<file path="src/rtl/lsu_pkg.sv">
// rtl/lsu_pkg.sv - shared funct3 codes, FSM state encoding and alignment helpers for the load/store unit
package lsu_pkg;

  localparam logic [2:0] F3_LB  = 3'b000;
  localparam logic [2:0] F3_LH  = 3'b001;
  localparam logic [2:0] F3_LW  = 3'b010;
  localparam logic [2:0] F3_LBU = 3'b100;
  localparam logic [2:0] F3_LHU = 3'b101;
  localparam logic [2:0] F3_SB  = 3'b000;
  localparam logic [2:0] F3_SH  = 3'b001;
  localparam logic [2:0] F3_SW  = 3'b010;

  typedef enum logic [1:0] {
    ST_IDLE   = 2'd0,
    ST_ACCESS = 2'd1,
    ST_DONE   = 2'd2
  } state_t;

  function automatic logic f3_is_nop(input logic [2:0] f3);
    return (f3 == 3'b011) || (f3 == 3'b110) || (f3 == 3'b111);
  endfunction

  // Low address bits forced to the natural alignment of the access size.
  function automatic logic [1:0] align_lo(input logic [2:0] f3, input logic [1:0] lo);
    case (f3[1:0])
      2'b01:   return {lo[1], 1'b0};
      2'b10:   return 2'b00;
      default: return lo;
    endcase
  endfunction

  function automatic logic misaligned(input logic [2:0] f3, input logic [1:0] lo);
    return align_lo(f3, lo) != lo;
  endfunction

endpackage

</file>
<file path="src/rtl/load_store_unit_if.sv">
// rtl/load_store_unit_if.sv - pipeline request/response, data-memory and trap signals of the load/store unit
interface load_store_unit_if #(
  parameter int ADDR_W = 32,
  parameter int DATA_W = 32
);
  logic              req_valid;
  logic              req_wen;
  logic              req_ren;
  logic [2:0]        req_funct3;
  logic [ADDR_W-1:0] req_addr;
  logic [DATA_W-1:0] req_wdata;
  logic              req_ready;
  logic              rsp_valid;
  logic [DATA_W-1:0] rsp_rdata;
  logic              busy;
  logic [ADDR_W-1:0] mem_addy;
  logic [DATA_W-1:0] mem_datain;
  logic              mem_wen;
  logic              mem_ren;
  logic [3:0]        mem_byte_select_vector;
  logic              mem_nostall;
  logic [DATA_W-1:0] mem_dataout;
  logic              exc_valid;
  logic [ADDR_W-1:0] exc_addr;

  modport slave (
    input  req_valid, req_wen, req_ren, req_funct3, req_addr, req_wdata,
    input  mem_nostall, mem_dataout,
    output req_ready, rsp_valid, rsp_rdata, busy,
    output mem_addy, mem_datain, mem_wen, mem_ren, mem_byte_select_vector,
    output exc_valid, exc_addr
  );

  modport master (
    output req_valid, req_wen, req_ren, req_funct3, req_addr, req_wdata,
    output mem_nostall, mem_dataout,
    input  req_ready, rsp_valid, rsp_rdata, busy,
    input  mem_addy, mem_datain, mem_wen, mem_ren, mem_byte_select_vector,
    input  exc_valid, exc_addr
  );
endinterface

</file>
<file path="src/rtl/lsu_align.sv">
// rtl/lsu_align.sv - byte-enable generation, store replication and load lane extraction/extension
module lsu_align
  import lsu_pkg::*;
(
  input  logic [1:0]  lane,
  input  logic [2:0]  funct3,
  input  logic [31:0] wdata,
  input  logic [31:0] rdata,
  output logic [3:0]  byte_sel,
  output logic [31:0] store_data,
  output logic [31:0] load_data
);
  logic [15:0] lane_bits;

  assign lane_bits = 16'(rdata >> {lane, 3'b000});

  always_comb begin
    byte_sel   = 4'b1111;
    store_data = wdata;
    load_data  = rdata;
    case (funct3[1:0])
      2'b00: begin
        byte_sel   = 4'b0001 << lane;
        store_data = {4{wdata[7:0]}};
      end
      2'b01: begin
        byte_sel   = 4'b0011 << {lane[1], 1'b0};
        store_data = {2{wdata[15:0]}};
      end
      default: ;
    endcase
    case (funct3)
      F3_LB:   load_data = {{24{lane_bits[7]}}, lane_bits[7:0]};
      F3_LH:   load_data = {{16{lane_bits[15]}}, lane_bits};
      F3_LBU:  load_data = {24'h0, lane_bits[7:0]};
      F3_LHU:  load_data = {16'h0, lane_bits};
      default: ;
    endcase
  end
endmodule

</file>
<file path="src/rtl/load_store_unit.sv">
// rtl/load_store_unit.sv - IDLE/ACCESS/DONE load/store sequencer; LSU_MISALIGN_TRAP_EN enables misalignment traps
module load_store_unit
  import lsu_pkg::*;
#(
  parameter int ADDR_W = 32,
  parameter int DATA_W = 32
) (
  input logic              clk,
  input logic              reset,
  load_store_unit_if.slave bus
);
  state_t            state, state_d;
  logic [ADDR_W-1:0] addr_q;
  logic [DATA_W-1:0] wdata_q, rdata_q, load_data, store_data;
  logic [2:0]        funct3_q;
  logic [3:0]        byte_sel;
  logic              store_q, accept, nop_req, trap_req, exc_q;
  logic              fsm_ready, fsm_busy, fsm_ren, fsm_wen, fsm_rsp, fsm_exc;

  assign accept  = (state == ST_IDLE) && bus.req_valid && (bus.req_wen || bus.req_ren);
  assign nop_req = f3_is_nop(bus.req_funct3);

`ifdef LSU_MISALIGN_TRAP_EN
  logic [ADDR_W-1:0] exc_addr_q;

  assign trap_req = misaligned(bus.req_funct3, bus.req_addr[1:0]) && !nop_req;

  always_ff @(posedge clk) begin
    if (reset) begin
      exc_q      <= 1'b0;
      exc_addr_q <= '0;
    end else if (accept) begin
      exc_q <= trap_req;
      if (trap_req) exc_addr_q <= bus.req_addr;
    end
  end

  assign bus.exc_addr = exc_addr_q;
`else
  assign trap_req     = 1'b0;
  assign exc_q        = 1'b0;
  assign bus.exc_addr = '0;
`endif

  always_ff @(posedge clk) begin
    if (reset) state <= ST_IDLE;
    else       state <= state_d;
  end

  // Misaligned addresses are stored already aligned, so the access cycle never sees stray low bits.
  always_ff @(posedge clk) begin
    if (reset) begin
      addr_q   <= '0;
      wdata_q  <= '0;
      funct3_q <= '0;
      store_q  <= 1'b0;
      rdata_q  <= '0;
    end else if (accept) begin
      addr_q   <= {bus.req_addr[ADDR_W-1:2], align_lo(bus.req_funct3, bus.req_addr[1:0])};
      wdata_q  <= bus.req_wdata;
      funct3_q <= bus.req_funct3;
      store_q  <= bus.req_wen;
      if (nop_req) rdata_q <= '0;
    end else if (state == ST_ACCESS && bus.mem_nostall && !store_q) begin
      rdata_q <= load_data;
    end
  end

  always_comb begin
    state_d   = state;
    fsm_ready = 1'b0;
    fsm_busy  = 1'b0;
    fsm_ren   = 1'b0;
    fsm_wen   = 1'b0;
    fsm_rsp   = 1'b0;
    fsm_exc   = 1'b0;
    case (state)
      ST_IDLE: begin
        fsm_ready = 1'b1;
        if (accept) state_d = (nop_req || trap_req) ? ST_DONE : ST_ACCESS;
      end
      ST_ACCESS: begin
        fsm_busy = 1'b1;
        fsm_wen  = store_q;
        fsm_ren  = !store_q;
        if (bus.mem_nostall) state_d = ST_DONE;
      end
      ST_DONE: begin
        fsm_busy = 1'b1;
        fsm_rsp  = !exc_q;
        fsm_exc  = exc_q;
        state_d  = ST_IDLE;
      end
      default: state_d = ST_IDLE;
    endcase
  end

  lsu_align u_align (
    .lane       (addr_q[1:0]),
    .funct3     (funct3_q),
    .wdata      (wdata_q),
    .rdata      (bus.mem_dataout),
    .byte_sel   (byte_sel),
    .store_data (store_data),
    .load_data  (load_data)
  );

  assign bus.req_ready              = fsm_ready;
  assign bus.busy                   = fsm_busy;
  assign bus.rsp_valid              = fsm_rsp;
  assign bus.rsp_rdata              = rdata_q;
  assign bus.exc_valid              = fsm_exc;
  assign bus.mem_addy               = addr_q;
  assign bus.mem_datain             = store_data;
  assign bus.mem_byte_select_vector = byte_sel;
  assign bus.mem_wen                = fsm_wen;
  assign bus.mem_ren                = fsm_ren;
endmodule

</file>
<file path="src/flat_wrapper.sv">
// flat-port wrapper written by rule: the top's interface ports become plain ports
module load_store_unit_flat import lsu_pkg::*;
#(
  parameter int ADDR_W = 32,
  parameter int DATA_W = 32
)
  (clk, reset, bus_req_valid, bus_req_wen, bus_req_ren, bus_req_funct3, bus_req_addr, bus_req_wdata, bus_mem_nostall, bus_mem_dataout, bus_req_ready, bus_rsp_valid, bus_rsp_rdata, bus_busy, bus_mem_addy, bus_mem_datain, bus_mem_wen, bus_mem_ren, bus_mem_byte_select_vector, bus_exc_valid, bus_exc_addr);
  load_store_unit_if #(.ADDR_W(ADDR_W), .DATA_W(DATA_W)) bus_i ();
  input logic clk;
  input logic reset;
  input wire logic [$bits(bus_i.req_valid)-1:0] bus_req_valid;
  input wire logic [$bits(bus_i.req_wen)-1:0] bus_req_wen;
  input wire logic [$bits(bus_i.req_ren)-1:0] bus_req_ren;
  input wire logic [$bits(bus_i.req_funct3)-1:0] bus_req_funct3;
  input wire logic [$bits(bus_i.req_addr)-1:0] bus_req_addr;
  input wire logic [$bits(bus_i.req_wdata)-1:0] bus_req_wdata;
  input wire logic [$bits(bus_i.mem_nostall)-1:0] bus_mem_nostall;
  input wire logic [$bits(bus_i.mem_dataout)-1:0] bus_mem_dataout;
  output wire logic [$bits(bus_i.req_ready)-1:0] bus_req_ready;
  output wire logic [$bits(bus_i.rsp_valid)-1:0] bus_rsp_valid;
  output wire logic [$bits(bus_i.rsp_rdata)-1:0] bus_rsp_rdata;
  output wire logic [$bits(bus_i.busy)-1:0] bus_busy;
  output wire logic [$bits(bus_i.mem_addy)-1:0] bus_mem_addy;
  output wire logic [$bits(bus_i.mem_datain)-1:0] bus_mem_datain;
  output wire logic [$bits(bus_i.mem_wen)-1:0] bus_mem_wen;
  output wire logic [$bits(bus_i.mem_ren)-1:0] bus_mem_ren;
  output wire logic [$bits(bus_i.mem_byte_select_vector)-1:0] bus_mem_byte_select_vector;
  output wire logic [$bits(bus_i.exc_valid)-1:0] bus_exc_valid;
  output wire logic [$bits(bus_i.exc_addr)-1:0] bus_exc_addr;
  assign bus_i.req_valid = bus_req_valid;
  assign bus_i.req_wen = bus_req_wen;
  assign bus_i.req_ren = bus_req_ren;
  assign bus_i.req_funct3 = bus_req_funct3;
  assign bus_i.req_addr = bus_req_addr;
  assign bus_i.req_wdata = bus_req_wdata;
  assign bus_i.mem_nostall = bus_mem_nostall;
  assign bus_i.mem_dataout = bus_mem_dataout;
  assign bus_req_ready = bus_i.req_ready;
  assign bus_rsp_valid = bus_i.rsp_valid;
  assign bus_rsp_rdata = bus_i.rsp_rdata;
  assign bus_busy = bus_i.busy;
  assign bus_mem_addy = bus_i.mem_addy;
  assign bus_mem_datain = bus_i.mem_datain;
  assign bus_mem_wen = bus_i.mem_wen;
  assign bus_mem_ren = bus_i.mem_ren;
  assign bus_mem_byte_select_vector = bus_i.mem_byte_select_vector;
  assign bus_exc_valid = bus_i.exc_valid;
  assign bus_exc_addr = bus_i.exc_addr;
  load_store_unit #(.ADDR_W(ADDR_W), .DATA_W(DATA_W)) u_core (.clk(clk), .reset(reset), .bus(bus_i));
endmodule
</file>
<file path="config.mk">
export PLATFORM = sky130hd
export DESIGN_NAME = load_store_unit_flat
export DESIGN_NICKNAME = d
export VERILOG_FILES = /design/src/rtl/lsu_pkg.sv /design/src/rtl/load_store_unit_if.sv /design/src/rtl/lsu_align.sv /design/src/rtl/load_store_unit.sv /design/src/flat_wrapper.sv
export SDC_FILE = /design/constraint.sdc
export NUM_CORES = 1
export LEC_CHECK = 0
export CAP_MARGIN = 20
export CORE_MARGIN = 4
export CORE_UTILIZATION = 41
export DETAILED_ROUTE_END_ITERATION = 12
export GPL_ROUTABILITY_DRIVEN = 0
export PLACE_DENSITY = 0.81
export SETUP_SLACK_MARGIN = 0.02
export SYNTH_ARGS = -nofsm -noshare
export SYNTH_HDL_FRONTEND = slang
export SYNTH_SLANG_ARGS = --single-unit
export TNS_END_PERCENT = 50
</file>
<file path="constraint.sdc">
create_clock -name clk -period 2.2 [get_ports clk]
set_input_delay 0.44 -clock clk [delete_from_list [all_inputs] [get_ports clk]]
set_output_delay 0.44 -clock clk [all_outputs]
set_load 0.005 [all_outputs]
</file>
; Yosys cells after proc, flatten, opt, wreduce, memory -nomap -nowiden
; Index checks and enable logic that the tools add are counted.
[totals]
reg_bits = 102
input_bits = 105
out_inout_bits = 138
wordCells = 54
[op_classes]
n_eq_ne = 14
shift = 3
n_mux = 16
reduce_logical = 15
[op_table]
columns = operator, count
row1 = $pmux 32 s4, 1
row2 = $mux 32, 3
row3 = $pmux 32 s2, 1
row4 = $shr 32x5->16, 1
row5 = $eq 3x3->1 const B, 4
row6 = $pmux 2 s2, 2
row7 = $pmux 4 s2, 1
row8 = $eq 2x1->1 const B, 3
row9 = $mux 2, 3
row10 = $mux 1, 5
row11 = $eq 2x2->1 const B, 2
row12 = $logic_and 1x1->1, 4
row13 = $logic_not 2->1, 2
row14 = $ne 2x2->1 const B, 2
row15 = $reduce_and 2->1, 2
row16 = $shl 1x2->4 const A, 1
row17 = $shl 2x2->4 const A, 1
row18 = $eq 3x1->1 const B, 1
row19 = $eq 3x2->1 const B, 1
row20 = $logic_not 3->1, 1
row21 = $logic_or 1x1->1, 3
row22 = $ne 2x1->1 const B, 1
row23 = $reduce_bool 2->1, 1
row24 = $reduce_or 2->1, 1
row25 = $logic_not 1->1, 1

; Longest topological paths before layout
; Gate-level depths: netlist of run 1.
[depth]
word_depth = 6
ltp_mapped = 8
ltp_nobuf = 6

; Cells and area by module
; A second synthesis of run 1 with hierarchy kept.
[hier_totals]
hier_cells = 685
area_unflattened_um2 = 5343.9
[by_module_without_submodules]
columns = mod, instances, cells_each, area_per_inst_um2, seq_area_each_um2
row1 = load_store_unit, 1, 503, 4072.7, 2042.0
row2 = lsu_align, 1, 182, 1271.2, 0.0

; Least setup slack after synthesis of run 1
; Ideal clock, no wire load.
[synth_timing]
path_kind = reg-to-reg
startpoint = register u_core.state[0]
endpoint = register u_core.rdata_q[0], in the netlist u_core.bus.rsp_rdata[0]
setup_time_ns = 0.117
arrival_time_ns = 1.686
required_time_ns = 2.083
setup_slack_ns = 0.397
stages_incl_launch_ff = 8
n_path_buf = 1
synth_period_minus_slack_ns = 1.803
cell_sequence = dfxtp_1 inv_1 ha_1 o211a_1 mux2_4 nor2b_1 buf_6 a22o_1
[synth_via]
elab_chain_cells = 5
elab_cells_between_ends = 10
cone_classes = eq/ne: 2 / mux: 1 / reduce/logical: 7
[synth_rtl]
columns = element, line_no
row1 = from (decl), load_store_unit.sv:12  ; state_t state, state_d;
row2 = from (signal assigned), load_store_unit.sv:47  ; else state <= state_d;
row3 = $logic_not 2->1 or $eq 2x1->1 (tied branches), "load_store_unit.sv:20, load_store_unit.sv:64"
row4 = "$logic_and 1x1->1, on equally long branches (2 in a row)", "load_store_unit.sv:20, load_store_unit.sv:64"
row5 = $ne 2x2->1 (no line) or $reduce_bool 2->1 (tied branches), -
row6 = $reduce_and 2->1 (no line), -
row7 = to (signal assigned), load_store_unit.sv:65  ; rdata_q <= load_data;
row8 = to (decl), load_store_unit.sv:14  ; logic [DATA_W-1:0] wdata_q, rdata_q, load_data, store_data;
; Several ways; a longest one is shown, not always the timed one.
; A chain may end at the register's enable or synchronous reset.

; Final worst setup path of run 1
[layout_timing]
startpoint = register u_core.funct3_q[1]
endpoint = output port bus_mem_datain[22]
[layout_via]
elab_chain_cells = 2
elab_cells_between_ends = 3
cone_classes = eq/ne: 1 / mux: 1 / reduce/logical: 1
[layout_rtl]
columns = element, line_no
row1 = from (decl), load_store_unit.sv:15  ; logic [2:0] funct3_q;
row2 = from (signal assigned), load_store_unit.sv:61  ; funct3_q <= bus.req_funct3;
row3 = $eq 2x1->1 or $logic_not 2->1 (tied branches), lsu_align.sv:21  ; case (funct3[1:0])
row4 = $pmux 32 s2 *, lsu_align.sv:21
row5 = to (decl), flat_wrapper.sv:24  ; output wire logic [$bits(bus_i.mem_datain)-1:0] bus_mem_datain;
; Mark *: on every way between the ends. The rest lies on a longest branch, timed or not.

==> impl_metrics.toml, run 1 <==
[pwr]
total_power_mw = 5.95
p_leak_nw = 3.01
power_density_mw_per_mm2 = 784
ir_drop_v = 0.000739

[die]
pin_count = 243
die-area_mm2 = 0.0140
die_x_um = 118
core_mm2 = 0.0117
die_h_um = 118
rows = 39
initial_utilization = 0.427

[synth]
netlist_instances = 590
yosysSeqAreaShare = 0.410
syn_area_per_cell_um2 = 8.44
ys_async_sr_fraction = 0
ys.flop_type = "dfxtp_1"
ys.warnings.count = 0
yosys.cell_types.count = 45
synth_area_mm2 = 0.00498
ys_seq_elements = 102
synth-edff-count = 0

[clocking]
cts_buffers = 9
clk_latency_ps = 350
htree_levels = 3
cts-root-buf = "clkbuf_16"
clk_path_buf_depth = 2
clock-sinks = 102
cts_tree = "done"
clkSlewWorstSetupHoldPaths_ps = 70

[sta]
tightest_slew_ps = 736
min_period_ps = 2130
finalClockSkew_ps = 8.47
post-route-period-util = 0.969
rsz0062_at_grt = "yes"
max_freq_mhz = 469
hold_viol_final = 0
slew_headroom = 0.508
setup_viol = 0
drv_slew = 0

[outcome]
outcome = "completed"

[worst_setup_path]
rr_startpoint = "u_core.state[0]"
cp_max_fo = 9
crit_required_ps = 1760
reg2reg_slack_ps = 200
arrival_ps = 1690
cp-end-kind = "output pin"
critPathKind = "reg -> out"
reg2reg_depth = 7
r2r_end = "u_core.bus.rsp_rdata[20]"
start_kind = "register"

[hold_path]
holdPathEnd = "u_core.bus.mem_addy[16]"
hold_path_startpoint = "u_core.bus.mem_addy[16]"
hold_path_class = "reg -> reg"
hold_path_depth = 2

[placement]
io_buffer_count = 209
dp_hpwl_um = 12700
post_dp_cell_area_mm2 = 0.00711

[detailed_routing]
wl_per_cell_um = 17.9
ant_nets = 0
dr_total_vias = 4958
drt_wl_total_um = 16900
dr.pass1.iters = 7
drcViolationCount = 0
vias_per_cell = 5.27
drtIter0Drc = 297

[layout]
fillers = 936
finalInstanceArea_mm2 = 0.00759
layout_common_cells = "clkdlybuf4s50_1 (194), nand2_1 (148), dfxtp_1 (100)"
final_common_cell = "clkdlybuf4s50_1"
diodes = 0
multi_input_area_mm2 = 0.00256
regArea_mm2 = 0.00205
nets = 903
syn_to_final_growth_pct = 52.4
drive_gt1_frac = 0.119

[global_routing]
grt_usage = 0.234
grt_pass1_vias = 5068
grt_overflow_total = 0
grt_start_max_net_pins = 64
grt_pass1_wl_um = 26500
antenna_found_initial = 0

[flow_run]
drv_cap = 0
power by group:
part / switching [mW] / leakage, nW / internal, mW
Clock: 0.721 / 0.176 / 1.18
Sequential: 0.148 / 0.833 / 2.04
Combinational: 0.880 / 2.00 / 0.992
Total: 1.75 / 3.01 / 4.20
area by class of cell:
type / instances / share of cell area
Multi-Input combinational cell: 429 / 0.337
Timing Repair Buffer: 242 / 0.318
Sequential cell: 102 / 0.270
Clock buffer: 11 / 0.0333
Tap cell: 143 / 0.0236
Clock inverter: 5 / 0.0137
Inverter: 8 / 0.00429
cells in the mapped netlist, types with 14 or more instances:
cell type / count / share of area
buf_4: 44 / 0.066
a21oi_1: 77 / 0.077
buf_2: 16 / 0.016
mux2_2: 16 / 0.036
nand2_1: 148 / 0.11
dfxtp_1: 102 / 0.41
a22oi_1: 24 / 0.036
a22o_1: 14 / 0.025
mux2i_1: 16 / 0.032
clkbuf_1: 17 / 0.013
o21ai_0: 16 / 0.016
worst max-delay path, stage by stage, from the launching register on:
cell and delay, ps:
dfxtp_4 390, buf_8 150, mux2_2 330, clkdlybuf4s50_1 460
flip-flops by register name, summed over array words and instances (netlist names):
signal	flops
u_core.bus.mem_addy	32
u_core.bus.rsp_rdata	32
u_core.funct3_q	3
u_core.wdata_q	32
u_core.store_q	1
u_core.state	2
kinds of logic after synthesis:
logic type               count (synthesis)  share of synthesized area
AND/OR/NAND/NOR                        187                      0.169
AO/OA/AOI/OAI                          169                      0.221
flip-flops                             102                      0.410
buffers and inverters                   91                      0.111
multiplexers                            34                     0.0741
adder cells (fa/ha/maj)                  6                     0.0151
other                                    1                   0.000753
per-layer routing:
layer	vias up	global-route usage	wire, um
met4	0	0.103	491
met3	39	0.0759	1320
met1	2352	0.260	6300
met2	220	0.410	8730
met5	-	0	0
li1	2347	-	-
stage by stage:
step | setup WS, ps | hold slack (ps) | util | TNS, ps | cells
3_3_place_gp | -18.8 | 438 | 0.610 | -133 | 920
6_report | 68.1 | 455 | 0.651 | 0 | 940
3_5_place_dp | -130 | 447 | 0.610 | -1750 | 920
4_1_cts | -6.19 | 456 | 0.642 | -17.6 | 937
2_1_floorplan | 397 | 433 | - | 0 | 622
5_1_grt | -1.83 | 477 | 0.651 | -1.83 | 940
how the worst max path moves through the flow:
| stage | startpoint | to | slack, ps | depth (start not counted) |
|---|---|---|---|---|
| 2_1_floorplan | u_core.state[0] | u_core.bus.rsp_rdata[0] | 400 | 7 |
| 3_5_place_dp | bus_req_valid | u_core.bus.rsp_rdata[17] | -130 | 6 |
| 4_1_cts | u_core.funct3_q[1] | bus_mem_datain[11] | -6 | 4 |
| 5_1_grt | u_core.state[0] | bus_req_ready | -2 | 4 |
| 3_3_place_gp | bus_req_wen | u_core.bus.rsp_rdata[18] | -20 | 6 |
| 6_report | u_core.funct3_q[1] | bus_mem_datain[22] | 70 | 3 |
timing repair:
action	in CTS	in global routing
pin swaps	0	0
hold buffers	0	0
endpoints found under the hold margin	0	0
resized for setup	12	28
endpoints found under the setup margin	25	17
buffers inserted	1	3
(Power assumes the default switching activity.)
==> run 2: changes to the inputs <==
- ABC_AREA: default -> 1
==> run 2 against run 1 <==
Effect of this change: combinational power increased by 61%; first-iteration DRC count up 55%; flip-flop and latch count did not move; count of clock-buffer cells in the layout did not move; register-to-register slack better by 230 ps; non-clock buffer count shrank 16; via count rose by 9.4%.
==> impl_metrics.toml, run 2 <==
[outcome]
outcome = "completed"

[worst_setup_path]
cpPeakStageDelay_ps = 530
crit_required_ps = 1760
critPathKind = "reg -> out"
arrival_ps = 1630
path_cells = "inv_2 -> nor2_1 -> o21ai_0 -> clkdlybuf4s50_1"
cp_max_fo = 10
critical-path-slowest-cell = "clkdlybuf4s50_1"
cp-end-kind = "output pin"
start_kind = "register"

[layout]
diodes = 0
nets = 1045
final_util = 0.620
layout_common_cells = "clkdlybuf4s50_1 (192), nand2_1 (169), nor2_1 (156)"
syn_to_final_growth_pct = 47.9
fin_cells = 1086
drive_gt1_frac = 0.0532
final_common_cell = "clkdlybuf4s50_1"

[sta]
min_period_ps = 2070
rsz0062_at_grt = "no"
tightest_slew_ps = 679
hold_ws_ps = 464
fin_tns_setup_ps = 0
finalClockSkew_ps = 6.97
slew_headroom = 0.545
setup_viol = 0
post-route-period-util = 0.943
drv_slew = 0
max_freq_mhz = 482
hold_viol_final = 0

[detailed_routing]
dr.pass1.iters = 5
drtIter0Drc = 460
dr_total_vias = 5425
ant_nets = 0
wl_per_cell_um = 15.1
drcViolationCount = 0
vias_per_cell = 5.00
drt_wl_total_um = 16400

[clocking]
cts_hold_buf = 0
clk_path_buf_depth = 2
clock-sinks = 102
cts_setup_buffers = 0
clk_latency_ps = 350
cts_tree = "done"
cts_buffers = 9
cts-root-buf = "clkbuf_16"
clkSlewWorstSetupHoldPaths_ps = 70
htree_levels = 3

[global_routing]
grt_pass1_wl_um = 25700
antenna_found_initial = 0
grt_start_max_net_pins = 68
grt_pass1_vias = 5095
grt_usage = 0.225
grt_overflow_total = 0

[synth]
yosysTopAreaCellShare = 0.406
synth.area.top_cells = "dfxtp_1 (41%), nand2_1 (13%), nor2_1 (12%)"
syn_area_per_cell_um2 = 6.68
synth_mux_area_frac = 0
synth_top_cells_by_count = "nand2_1 (171), nor2_1 (156), dfxtp_1 (102)"
ys.warnings.count = 0
synthSimpleGateAreaFrac = 0.273
yosysMostFrequentCell = "nand2_1"
yosysSeqAreaShare = 0.406
synth_adder_area_share = 0.0149
ys_async_sr_fraction = 0
netlist_instances = 753
ys_seq_elements = 102
yosysTopAreaCell = "dfxtp_1"
yosys.cell_types.count = 25
synth_xor_area_frac = 0
synth_top_family_by_area = "simple AND/OR/NAND/NOR gates"
synth-edff-count = 0
synth-compound-area-share = 0.177
ys.flop_type = "dfxtp_1"
synth_area_mm2 = 0.00503

[pwr]
power_density_mw_per_mm2 = 979
p_leak_nw = 3.21
ir_drop_v = 0.000619

[flow_run]
drv_cap = 0

[die]
die_x_um = 119
core_mm2 = 0.0120
pin_count = 243
die-area_mm2 = 0.0141
rows = 40
initial_utilization = 0.419
die_h_um = 119

[placement]
dp_cells = 1070
io_buffer_count = 209
dp_hpwl_um = 11800

[hold_path]
hold_path_class = "reg -> reg"
[run 2: cell count changes in the layout (fill, tap and decap cells not counted), sizes merged, moves of 17 or more]
cell / change
o21ai: +73
mux2: -17
inv: +25
nand2: +26
nor2: +147
mux2i: -17
a22oi: -25
buf: -17
a21oi: -28
nand3: +17
[run 2: final cells by class]
cell class                      instances  area [um^2]
Sequential cell                       102         2040
Inverter                               34          128
Timing Repair Buffer                  226         2260
Clock inverter                          5          106
Clock buffer                           11          243
Fill cell                            1106         4570
Tap cell                              147          184
Multi-Input combinational cell        561         2480
[run 2: kinds of logic (layout without fill, tap and decap cells)]
kind of cell | count (synthesis) | after routing
and+or+nand+nor | 353 | 353
AOI/OAI and AO/OA | 169 | 169
buffers and inverters | 122 | 276
DFF | 102 | 102
adders and majority gates | 6 | 6
other | 1 | 33
[run 2: metrics by stage]
stage                     worst slack [ps]  instance area, um^2  total power, mW
after floorplan                        586                 5150             4.04
after global placement                 176                 7090             5.48
after detailed placement               127                 7090             5.51
after CTS                             52.9                 7440             7.33
after global routing                  19.7                 7440             7.77
final                                  125                 7440             7.29
[run 2: critical path: cells and delay by family (launching register included)]
kind,cells,cell delay [ps]
AO/OA/AOI/OAI,1,170
buffers and inverters,2,700
flip-flops,1,330
AND/OR/NAND/NOR,1,90
[run 2: power breakdown]
part / switching (mW) / internal [mW] / leakage, nW / total, mW
Clock: 0.708 / 1.15 / 0.166 / 1.85
Combinational: 1.60 / 1.41 / 2.21 / 3.01
Sequential: 0.223 / 2.21 / 0.836 / 2.43
[run 2: metal layers]
| layer | share of wire | track usage |
|---|---|---|
| met1 | 0.40 | 0.266 |
| met2 | 0.46 | 0.363 |
| met3 | 0.12 | 0.106 |
| met4 | 0.015 | 0.0630 |
| met5 | 0 | 0 |
[run 2: final timing paths]
path | from | end | slack (ps) | cells past startpoint
setup / recovery | u_core.bus.mem_addy[0] | bus_mem_byte_select_vector[0] | 130 | 4
setup reg to reg | u_core.bus.mem_addy[1] | u_core.bus.rsp_rdata[4] | 430 | 7
hold reg to reg | u_core.bus.rsp_rdata[15] | u_core.bus.rsp_rdata[15] | 460 | 2
hold / removal | u_core.bus.rsp_rdata[15] | u_core.bus.rsp_rdata[15] | 460 | 2
[run 2: repair_timing]
item / CTS / global route
hold endpoints to repair: 0 / 0
gates resized for setup: 24 / 2
pin swaps: 1 / 0
setup endpoints to repair: 29 / 12
